### config.mk
export PLATFORM = sky130hd
export DESIGN_NAME = operand_bus_arbiter
export DESIGN_NICKNAME = d
export VERILOG_FILES = /design/src/rtl/operand_bus_arbiter.sv
export SDC_FILE = /design/constraint.sdc
export NUM_CORES = 1
export LEC_CHECK = 0
export CORE_MARGIN = 1
export CORE_UTILIZATION = 37
export CTS_BUF_LIST = sky130_fd_sc_hd__clkbuf_4
export DETAILED_ROUTE_END_ITERATION = 7
export PLACE_DENSITY = 0.83
export SKIP_CTS_REPAIR_TIMING = 1
export SLEW_MARGIN = 10
export SYNTH_ARGS = -nofsm -noshare
export SYNTH_HDL_FRONTEND = slang
export SYNTH_SLANG_ARGS = --single-unit
### constraint.sdc
create_clock -name clk -period 1.6 [get_ports clk]
set_input_delay 0.16 -clock clk [delete_from_list [all_inputs] [get_ports clk]]
set_output_delay 0.16 -clock clk [all_outputs]
set_load 0.005 [all_outputs]
### src/rtl/operand_bus_arbiter.sv
// Two-requester round-robin arbiter in front of a shared 32-bit mux, with a bounded
// hold per grant and a one-deep registered output stage (valid/ready on both sides).
module operand_bus_arbiter #(
  parameter int unsigned WIDTH    = 32,
  parameter int unsigned MAX_HOLD = 4
) (
  input  logic             clk,
  input  logic             rst_n,
  input  logic             req0_valid,
  input  logic [WIDTH-1:0] req0_data,
  output logic             req0_ready,
  input  logic             req1_valid,
  input  logic [WIDTH-1:0] req1_data,
  output logic             req1_ready,
  output logic             mux_op,
  output logic [1:0]       grant,
  output logic             out_valid,
  output logic [WIDTH-1:0] out_data,
  input  logic             out_ready
);

  localparam int unsigned      CNT_W     = $clog2(MAX_HOLD) + 1;
  localparam logic [CNT_W-1:0] HOLD_LAST = CNT_W'(MAX_HOLD - 1);

  typedef enum logic [1:0] {
    IDLE = 2'd0,
    GNT0 = 2'd1,
    GNT1 = 2'd2
  } state_e;

  state_e           state_q, state_d;
  logic [1:0]       grant_q, grant_d;
  logic             mux_op_q, mux_op_d;
  logic             out_valid_q, out_valid_d;
  logic [WIDTH-1:0] out_data_q, out_data_d;
  logic [CNT_W-1:0] count_q, count_d;
  logic             last_owner_q, last_owner_d;

  logic             out_free_c;
  logic             beat_c;
  logic             owner_c;
  logic             own_valid_c;
  logic             oth_valid_c;
  logic [WIDTH-1:0] mux_data_c;

  // Owner handshake: only the side the registered grant already shows may transfer.
  always_comb begin
    out_free_c = !out_valid_q || out_ready;
    req0_ready = (state_q == GNT0) && grant_q[0] && out_free_c;
    req1_ready = (state_q == GNT1) && grant_q[1] && out_free_c;
    beat_c     = (req0_valid && req0_ready) || (req1_valid && req1_ready);
    mux_data_c = mux_op_q ? req1_data : req0_data;
  end

  // Next-state: round-robin arbitration with a bounded number of beats per grant.
  always_comb begin
    state_d      = state_q;
    count_d      = count_q;
    last_owner_d = last_owner_q;
    owner_c      = (state_q == GNT1);
    own_valid_c  = owner_c ? req1_valid : req0_valid;
    oth_valid_c  = owner_c ? req0_valid : req1_valid;
    case (state_q)
      IDLE: begin
        if (req0_valid && req1_valid) begin
          state_d = last_owner_q ? GNT0 : GNT1;
        end else if (req0_valid) begin
          state_d = GNT0;
        end else if (req1_valid) begin
          state_d = GNT1;
        end
      end
      GNT0, GNT1: begin
        if (!own_valid_c) begin
          count_d      = '0;
          last_owner_d = owner_c;
          state_d      = oth_valid_c ? (owner_c ? GNT0 : GNT1) : IDLE;
        end else if (beat_c) begin
          if (count_q == HOLD_LAST) begin
            count_d = '0;
            if (oth_valid_c) begin
              state_d      = owner_c ? GNT0 : GNT1;
              last_owner_d = owner_c;
            end
          end else begin
            count_d = count_q + CNT_W'(1);
          end
        end
      end
      default: state_d = IDLE;
    endcase
  end

  // Grant/select follow the state register; output stage loads on a beat, drains on ready.
  always_comb begin
    grant_d     = 2'b00;
    mux_op_d    = 1'b0;
    out_valid_d = out_valid_q;
    out_data_d  = out_data_q;
    case (state_q)
      GNT0:    grant_d = 2'b01;
      GNT1: begin
        grant_d  = 2'b10;
        mux_op_d = 1'b1;
      end
      default: grant_d = 2'b00;
    endcase
    if (beat_c) begin
      out_valid_d = 1'b1;
      out_data_d  = mux_data_c;
    end else if (out_ready) begin
      out_valid_d = 1'b0;
    end
  end

  // State and output registers.
  always_ff @(posedge clk or negedge rst_n) begin
    if (!rst_n) begin
      state_q      <= IDLE;
      grant_q      <= 2'b00;
      mux_op_q     <= 1'b0;
      out_valid_q  <= 1'b0;
      out_data_q   <= '0;
      count_q      <= '0;
      last_owner_q <= 1'b1;
    end else begin
      state_q      <= state_d;
      grant_q      <= grant_d;
      mux_op_q     <= mux_op_d;
      out_valid_q  <= out_valid_d;
      out_data_q   <= out_data_d;
      count_q      <= count_d;
      last_owner_q <= last_owner_d;
    end
  end

  assign grant     = grant_q;
  assign mux_op    = mux_op_q;
  assign out_valid = out_valid_q;
  assign out_data  = out_data_q;

endmodule

After elaboration in Yosys (flattened, before gate mapping). Cells that the tools add are included.

Register bits after elaboration: 42. Output and inout port bits: 38. Logic and storage cells: 59.

Add/sub/neg operators: 1. Eq/ne operators: 10. Multiplexer cells: 25. Reduce and logical (&&, ||, !) cells: 16.

Operators by type and width (count): $mux 32 (1); $mux 2 (10); $mux 1 (9); $mux 3 (3); $ne 3x3->1 const B (3); $pmux 2 s2 (2); $reduce_and 4->1 (2); $logic_and 1x1->1 (7); $ne 2x1->1 const B (2); $ne 4x4->1 const B (1); $add 3x1->3 const B (1); $eq 3x2->1 const B (1); $eq 2x1->1 const B (1); $eq 2x2->1 const B (1); $logic_not 2->1 (1); $logic_or 1x1->1 (2); $ne 2x2->1 const B (1); $reduce_and 2->1 (1); $reduce_bool 2->1 (1); $reduce_or 2->1 (1); $logic_not 1->1 (1).

Logic depth before layout (Yosys ltp).
Depth in word-level cells: 8. Gate-level depth with buffers: 8.

Worst setup path after synthesis. OpenSTA, ideal clock, no wires.

Path type: register to register. From: reg state_q[0]. To: reg state_q[0]. Library setup time: 0.127 ns. Arrival: 1.599 ns. Required time: 1.473 ns. Setup slack: -0.127 ns. Cell stages (with the launch flop): 8. Path buffers: 1. Clock period less this slack: 1.727 ns. Cell sequence: dfrtp_1 > inv_1 > ha_1 > buf_6 > mux2_4 > o311ai_2 > nand3_2 > mux2_1.

Cells in the longest elaborated chain, start to end: 7. Elaborated cells between the ends (all ways): 25. Those cells by class: 6 x eq/ne; 9 x mux; 10 x reduce/logical.

Ends and longest elaborated chain: from (decl) (line 31) `state_e state_q, state_d;`; from (signal assigned) (line 127) `state_q <= state_d;`; $eq 2x2->1 / $eq 2x1->1 (equally long branches); $mux 2 (tied with other cells) (line 77, 82); $mux 2 (tied with other cells) (line 81) `if (oth_valid_c) begin`; $mux 2 / $logic_and 1x1->1 (equally long branches) (line 79, 51); $mux 2 / $logic_or 1x1->1 (equally long branches) (line 78, 51); $mux 2 / $ne 3x3->1 (equally long branches); $pmux 2 s2 / $reduce_and 4->1 (equally long branches).

Parallel ways exist; a longest one is shown, timed or not. The select of a mux whose other input is x is not followed. A chain may end at the register's enable or synchronous reset.

Final worst setup path.
From: reg state_q[0]. To: reg state_q[1].

The elaborated chain is that of the path after synthesis.

==> results by stage <==
Route:
- Detailed routing inserted a total of 2048 vias.
- The average routed wire per standard cell is 14.8 um.
- In this run, the number of DRC markers left after iteration 0 of detailed routing was 104.
- The post-detailed-route via-to-cell ratio is 4.97.
- The detail route stage leaves a number of antenna-violating nets equal to 0.
- The number of optimization iterations in the first detailed-route pass is 4.
- The number of remaining DRC errors is 0.
- The overall routed net length is 6080 um.

Logic synthesis:
- The post-synthesis simple-gate area fraction is 11.5%.
- The xor and xnor area share after synthesis is 0%.
- After synthesis, the largest family of logic cells by area is multiplexers.
- The synthesized netlist occupies a cell area of 2110 um^2.
- The most common cell in the synthesized netlist is sky130_fd_sc_hd__dfrtp_1.
- The count of different cell masters after synthesis is 36.
- The average cell area after synthesis is 10.3 um^2.
- In this run, synthesis produced a sequential element count of 41.
- Of the total synthesized cell area, the portion taken by full adders, half adders and majority gates is 3.56%.
- The biggest area consumer among synthesized cells is sky130_fd_sc_hd__dfrtp_1.
- For this run, asynchronously set or reset flops after synthesis account for 100%.
- Multiplexer cells account for 17.0% of the synthesized area.
- The most used flip-flop cell after synthesis is sky130_fd_sc_hd__dfrtp_1.
- The share of the yosys chip area belonging to registers is 48.7%.
- In the synthesized netlist, the number of instances is 205.
- Summed over its instances, the top area cell type makes up 47.5% of the synthesized netlist area.
- In the synthesized netlist, the cells that appear most often are sky130_fd_sc_hd__dfrtp_1 (40), sky130_fd_sc_hd__a21oi_1 (35), sky130_fd_sc_hd__nor2_1 (34), sky130_fd_sc_hd__mux2i_1 (32), sky130_fd_sc_hd__buf_2 (9).
- The area fraction in compound gates after synthesis is 14.1%.
- Counting flops with a built-in enable in the synthesized netlist gives 0.
- Counting every net in the synthesized netlist gives 280.
- The synthesis warning total is 0.
- By area the synthesized netlist is led by sky130_fd_sc_hd__dfrtp_1 (47%), sky130_fd_sc_hd__mux2i_1 (15%), sky130_fd_sc_hd__a21oi_1 (8.3%).

Clocking:
- Counting every sink on the clock net gives 41.
- CTS built an H-tree with a depth of 2.
- The root buffer cell chosen for the clock tree is sky130_fd_sc_hd__clkbuf_4.
- The TritonCTS buffer count is 5.
- TritonCTS built the clock tree.
- In this run the deepest clock path goes through 2 buffers.
- After clock tree synthesis, the clock-pin slew on the worst setup and hold paths is 130 ps.
- The clock reaches the later pin of the worst-skew pair after 350 ps.

Critical path:
- The cell type with the highest occurrence count on the critical path is sky130_fd_sc_hd__mux2_4.
- The slack of the worst reg-to-reg path is -140 ps.
- STA puts the critical path data arrival time at 1960 ps.
- The cell class contributing the biggest share of worst-path delay is multiplexers.
- The startpoint identified for the worst register-to-register timing path is state_q[0].
- The critical path runs through a total of 7 cells.
- The most critical setup path has its startpoint at state_q[0].
- The worst register-to-register path ends at state_q[1].
- The depth of the most critical reg-to-reg path is 7.
- The longest individual stage delay on the worst path is 420 ps.
- Together, buffers and inverters on the worst path number 2.
- The required time of the critical path is 1820 ps.
- The worst-path maximum fanout is 4.
- In this run the worst setup path terminates at state_q[1].
- Traced cell by cell, the critical path runs through inv_2 -> ha_4 -> buf_6 -> mux2_4 -> o311ai_4 -> nand3_2 -> mux2_4.
- The worst setup path is launched from a register.
- The critical path start-end classification is register to register.
- The cell with the largest stage delay on the worst path is sky130_fd_sc_hd__dfrtp_1.
- STA classifies the critical path endpoint as a register.

Cells and area:
- The relative area change from synthesis to final layout is 80.8%.
- The number of antenna diodes in the final layout is 0.
- The share of cells above drive strength 1 is 20.9%.
- The fill cell instance count of the final layout is 433.
- For this run, the post-layout net count is 414.
- Cells fill 69.2% of the core in the end.

Floorplan:
- Pin placement for this block handled 107 I/O pins.
- The die boundary width is 77.5 um.
- The starting density of the core is 38.3%.
- The area of the core is 5510 um^2.
- The die is 77.5 um tall.
- The die covers 6000 um^2.
- The number of cell rows is 27.

Power and ir drop:
- Power spread over the standard cell area amounts to 1610 nW/um^2.
- The peak ir drop on the vdd network is 0.000847 V.
- The leakage component of the power is 0.00164 uW.

Global route:
- met2 is the most crowded layer.
- The wire length of the first global-routing pass is 8800 um.
- The met2 layer usage reported by global route is 31.5%.
- Global routing finished with a remaining overflow of 0.
- The total global-route track usage is 18.6%.
- The global routing met3 resource utilization is 5.76%.
- In the global route stage, met1 resource usage came out at 22.9%.
- The via count of the first global-routing pass was 1892.
- The initial antenna violation count is 0.
- Entering global routing, the biggest net connects 34 pins.

STA:
- Measured against its own limit, the worst slew margin works out to 65.0%.
- Setup violations remaining at the end of the flow were counted as 4.
- The post-route clock period utilization is 109%.
- The worst hold-check slack is 297 ps.
- The slew at the pin closest to its max-slew limit is 524 ps.
- For this run, the top clock speed supported by timing is 576 MHz.
- The number of max-slew violations in the final report is 0.
- The count of final hold-check violations came to 0.
- The minimum setup slack in the final design is -136 ps.
- Setup repair after global routing could not meet its margin everywhere.
- The final setup skew is 25.0 ps.
- The post-layout minimum cycle time is 1740 ps.

Run:
- The count of max-cap constraint violations is 0.

Run status:
- The checks that failed: negative setup slack.
- The run finished, with violations left.

Min path:
- The path class of the tightest hold or removal check is input port to async pin.

Placement:
- The global placement routability congestion is 0.874.
- The worst slack after detailed placement is -137 ps.
- Detailed placement ended at an HPWL of 4130 um.
- Port buffering added 106 buffers.
-- cell type report --
type                       instances  area, um^2  area share (%)
clock buffer                       6        45.0            1.18
timing repair buffer             141        1500            39.4
inverter                           6        25.0           0.656
clock inverter                     2        33.8           0.886
tap                               72        90.1            2.36
multi-input combinational        144        1090            28.5
sequential                        41        1030            27.0
-- sequential cells by signal (all words and copies together) (netlist names) --
register      flops
out_data         32
grant             2
last_owner_q      1
count_q           3
out_valid         1
state_q           2
-- metrics by stage --
step	TNS [ps]	instances	area [um^2]	total power (uW)
4_1_cts	-3240	396	3480	5690
3_3_place_gp	-1060	388	3400	4880
6_report	-325	412	3810	6150
2_1_floorplan	-223	205	2150	3380
5_1_grt	-1370	412	3810	6550
3_5_place_dp	-2010	388	3400	5000
-- report_power, final --
part | internal [uW] | switching (uW) | total [uW]
Sequential | 1520 | 286 | 1810
Combinational | 2220 | 1450 | 3670
Clock | 343 | 335 | 677
-- how the worst min path moves through the flow --
stage | from | to | slack (ps)
final | rst_n | out_data[14] | 300
after global routing | rst_n | out_data[11] | 330
after CTS | rst_n | out_data[14] | -220
after detailed placement | rst_n | grant[0] | 180
after global placement | rst_n | grant[0] | 160
after floorplan | rst_n | count_q[0] | -140
-- per-layer routing --
metal / vias to the layer above / share of wire (%) / routed length (um)
met1: 973 / 40 / 2460
met3: 5 / 7.2 / 441
met5: - / 0 / 0
met2: 87 / 52 / 3140
met4: 0 / 0.74 / 45
li1: 983 / - / -
-- cells in the final DEF, fill, tap and decap left out, types with 3 or more instances in the layout --
cell / netlist / layout
sky130_fd_sc_hd__a21oi_1: 35 / 34
sky130_fd_sc_hd__buf_12: 0 / 5
sky130_fd_sc_hd__buf_4: 4 / 20
sky130_fd_sc_hd__buf_6: 1 / 3
sky130_fd_sc_hd__clkbuf_16: 0 / 5
sky130_fd_sc_hd__clkbuf_4: 0 / 6
sky130_fd_sc_hd__clkdlybuf4s50_1: 0 / 102
sky130_fd_sc_hd__dfrtp_1: 40 / 38
sky130_fd_sc_hd__ha_1: 6 / 3
sky130_fd_sc_hd__ha_4: 0 / 3
sky130_fd_sc_hd__inv_1: 6 / 4
sky130_fd_sc_hd__mux2_4: 1 / 3
sky130_fd_sc_hd__mux2i_1: 32 / 32
sky130_fd_sc_hd__nand2_1: 3 / 3
sky130_fd_sc_hd__nor2_1: 34 / 29
sky130_fd_sc_hd__nor2_2: 0 / 5
sky130_fd_sc_hd__nor2b_1: 3 / 3
sky130_fd_sc_hd__o21ai_0: 3 / 3
-- logic make-up (layout without fill, tap and decap cells) --
logic type	Yosys count	after routing
buffers and inverters	20	155
and+or+nand+nor	52	52
AOI/OAI and AO/OA	51	51
muxes	35	35
adders and majority gates	6	6
DFF	41	41
Note: power is estimated with default switching activity, not from simulation.
==> edit 1: new RTL, same settings <==
Change the parameter `MAX_HOLD` from 4 to 8.
--- a/src/rtl/operand_bus_arbiter.sv
+++ b/src/rtl/operand_bus_arbiter.sv
@@ -4,3 +4,3 @@
   parameter int unsigned WIDTH    = 32,
-  parameter int unsigned MAX_HOLD = 4
+  parameter int unsigned MAX_HOLD = 8
 ) (
Check against the original RTL: not equivalent (Yosys sat finds a counterexample within 10 cycles, from zero or initial values and one cycle with rst_n low).
==> edit 1 against the unedited design <==
  * The flow still finishes with violations (negative setup slack)
  * Routed wire length increased by 19%
  * Highest routed layer unchanged
  * Area after synthesis is 3.8% higher
  * Cell area rose by 7.9%
  * Critical endpoint unchanged
  * Sequential cell count increased by 1
  * First-iteration DRC count shrank 39%
  * Cell count rose by 6.1%
  * Largest power group unchanged
  * Total power grew 8.4%
  * Worst setup slack worse by 0.069 ns
==> edit 1: results (changes against the unedited design) <==
Tot GR Track Use 18.7% (+0.098 points); FF+latch area 1050 sq um (+2.3%); gpl congestion 0.841 (-3.8%); Layout fillers 425 (-1.8%); Max IR drop VDD 1100 uV (+30%); Lkg Pwr 1.75 nW (+6.7%); synth unique cells 33 (-8.3%); failing checks negative setup slack; Clock Skew 0.00725 ns (-0.0178 ns); status complete, but fails checks; vias in the first global route 2040 (+7.8%); Place WS -0.246 ns (-0.109 ns); sequential area share after synthesis 48.1% (-0.64 points); Worst Path Arrival 2.05 ns (+0.09 ns); R2R depth 6 (-1); Mean Syn Cell Area 9.95 sq um (-3.3%); first-pass GRT wire length 9170 um (+4.2%); commonest cells in the synthesized netlist dfrtp_1 (41), a21oi_1 (39), nor2_1 (36), mux2i_1 (32), nand2_1 (13); Non-Filler Instances 437 (+6.1%); post-placement cell area 3470 sq um (+2.1%); Mapped Nets 295 (+5.4%); largest net degree at the start of global routing 32 (-5.9%); worst setup margin -0.205 ns (-0.0687 ns); Worst Tran Pin Value 0.483 ns (-0.0409 ns); final WL 7240 um (+19%); setup violators final 40 (+36); layout cells sized above 1 31.2% (+10 points)
-- edit 1: changes by cell type in the layout (fill, tap and decap cells not counted), sizes merged, moves of 2 or more --
cell    delta
a22o       +3
a21oi      +3
nand2b     +3
nand3      -2
clkbuf     -2
nand2     +10
buf       +13
nor2       +2
a311o      +2
-- edit 1: worst max path at each step --
| stage | end |
|---|---|
| 2_1_floorplan | state_q[0] |
| 3_3_place_gp | state_q[1] |
| 3_5_place_dp | count_q[3] |
| 4_1_cts | req1_ready |
| 5_1_grt | state_q[1] |
| 6_report | state_q[1] |
-- edit 1: final cells by class --
type,count,area share (%)
timing repair buffer,152,38.5
multi-input combinational,158,31.9
tap,72,2.19
sequential,42,25.6
clock buffer,6,1.09
inverter,5,0.456
clock inverter,2,0.213
-- edit 1: worst max-delay path: stages, from the launching register on --
cell and delay (ns):
dfrtp_1 0.42, inv_2 0.08, ha_2 0.32, nand3_4 0.12, a21oi_2 0.08, nor4_4 0.34, mux2_4 0.34
-- edit 1: cell families (layout without fill, tap and decap cells) --
group	count (synthesis)	in the layout	share of synthesized area, %
buffers and inverters	20	165	5.15
adders and majority gates	6	6	3.43
DFF	42	42	48.1
and+or+nand+nor	66	66	13.9
muxes	34	34	15.7
AOI/OAI and AO/OA	52	52	13.8
-- edit 1: routing by layer --
metal,up-vias,wire [um],GRT usage (%),part of all wire [%]
met3,7,489,5.86,6.8
met1,1111,2840,20.0,39
met4,0,69,5.64,0.95
met5,-,0,0,0
li1,1056,-,-,-
met2,92,3840,35.0,53
-- edit 1: power by group --
part | internal, mW | total, mW | switching (mW)
logic | 2.46 | 4.29 | 1.83
registers | 1.55 | 1.85 | 0.303
clock network | 0.182 | 0.520 | 0.338
==> edit 2: new RTL, same settings <==
Without the edit above. Take the reset off `out_data_q` and load it in a clocked block of its own.
--- a/src/rtl/operand_bus_arbiter.sv
+++ b/src/rtl/operand_bus_arbiter.sv
@@ -122,3 +122,2 @@
       out_valid_q  <= 1'b0;
-      out_data_q   <= '0;
       count_q      <= '0;
@@ -130,3 +129,2 @@
       out_valid_q  <= out_valid_d;
-      out_data_q   <= out_data_d;
       count_q      <= count_d;
@@ -134,2 +132,6 @@
     end
+  end
+
+  always_ff @(posedge clk) begin
+    out_data_q <= out_data_d;
   end
Check against the original RTL: differs if rst_n is asserted again (counterexample within 4 cycles, from zero or initial values and one cycle with rst_n low); with rst_n held inactive, the same outputs for 10 cycles.
==> edit 2 against the unedited design <==
  * The flow still finishes with violations (negative setup slack)
  * Fmax fell by 0.94%
  * Sequential cell count did not move
  * Total power fell by 29%
  * Cell area fell by 8.7%
  * Via count fell by 26%
  * Routed wire length fell by 15%
  * Die area fell by 7.9%
  * Synthesized cell count fell by 40%
  * First-iteration DRC count fell by 52%
  * Combinational power fell by 42%
  * Worst setup slack got worse by 0.017 ns
  * Sequential power fell by 14%
  * Area after synthesis fell by 8.1%
  * Critical endpoint is now out_data[14]
  * Largest power group unchanged
==> edit 2: results (changes against the unedited design) <==
Place WS -0.221 ns (-0.0844 ns); clock-pin slew on the worst setup and hold paths 0.11 ns (-0.02 ns); count leader, synth edfxtp_1; R2R depth 6 (-1); status complete, but fails checks; largest net degree at the start of global routing 31 (-8.8%); Mean Syn Cell Area 15.8 sq um (+53%); Worst Tran Pin Value 0.439 ns (-0.0849 ns); first-pass GRT wire length 7060 um (-20%); setup violators final 39 (+35); Worst Path Arrival 1.82 ns (-0.14 ns); sequential area share after synthesis 61.3% (+13 points); final WL 5150 um (-15%); CP max FO 7 (+3); Final #Nets 330 (-20%); Crit path largest cell delay 0.47 ns (+0.05 ns); worst setup margin -0.153 ns (-0.0166 ns); vias in the first global route 1501 (-21%); failing checks negative setup slack; Clock Skew 0.0165 ns (-0.00852 ns); setup TNS -4.82 ns (-4.49 ns); Area contributors post-synth edfxtp_1 (50%), mux2_1 (11%), dfrtp_1 (10%), mux2_2 (9.3%), ha_1 (3.9%); Mapped Nets 198 (-29%); commonest cells in the synthesized netlist edfxtp_1 (32), mux2_1 (19), mux2_2 (16), dfrtp_1 (8), ha_1 (6); delay-heaviest family, CP flip-flops; Max IR drop VDD 863 uV (+1.9%); Lkg Pwr 1.34 nW (-18%); hpwl dp 3860 um (-6.5%)
edit 2: cell count changes after synthesis, moves of 4 or more:
cell      before  now
mux2_2         0   16
mux2_1         2   19
inv_1          6    2
mux2i_1       32    0
dfrtp_1       40    8
edfxtp_1       0   32
a21oi_1       35    1
buf_2          9    3
nor2_1        34    4
edit 2: kinds of logic (layout without fill, tap and decap cells):
logic type / Yosys count / count (layout) / synth area share [%]
flops: 41 / 41 / 61.3
mux: 35 / 35 / 20.3
buf+inv: 8 / 141 / 2.32
simple gates: 20 / 20 / 6.52
compound gates: 13 / 13 / 5.68
fa+ha+maj: 6 / 6 / 3.87
edit 2: cell type report:
type / instances / area [sq um] / share of cell area, %
Sequential cell: 41 / 1190 / 34.2
Clock buffer: 6 / 45.0 / 1.29
Clock inverter: 2 / 35.0 / 1.01
Inverter: 2 / 7.51 / 0.216
Multi-Input combinational cell: 74 / 773 / 22.2
Timing Repair Buffer: 131 / 1350 / 38.7
Tap cell: 67 / 83.8 / 2.41
edit 2: power groups by stage:
stage          Sequential (mW)  Combinational [mW]  Clock (mW)
6_report                  1.56                2.14       0.661
5_1_grt                   1.58                2.30       0.724
4_1_cts                   1.56                1.90       0.681
3_5_place_dp              1.58                1.89           0
3_3_place_gp              1.58                1.85           0
2_1_floorplan             1.58               0.984           0
edit 2: path summary, 6_finish.rpt:
kind	endpoint	slack [ns]
max	out_data[14]	-0.15
max in group asynchronous	last_owner_q	1.14
min reg2reg	count_q[1]	0.51
max reg2reg	out_data[14]	-0.15
min	grant[0]	0.13
min in group clk	out_data[29]	0.48
edit 2: per-layer routing:
metal	wire, um	share of wire [%]	global-route usage [%]	vias to the layer above
li1	-	-	-	730
met1	2000	39	19.7	706
met2	2640	51	32.0	74
met3	466	9.0	4.61	6
met4	44	0.85	6.29	0
met5	0	0	0	-
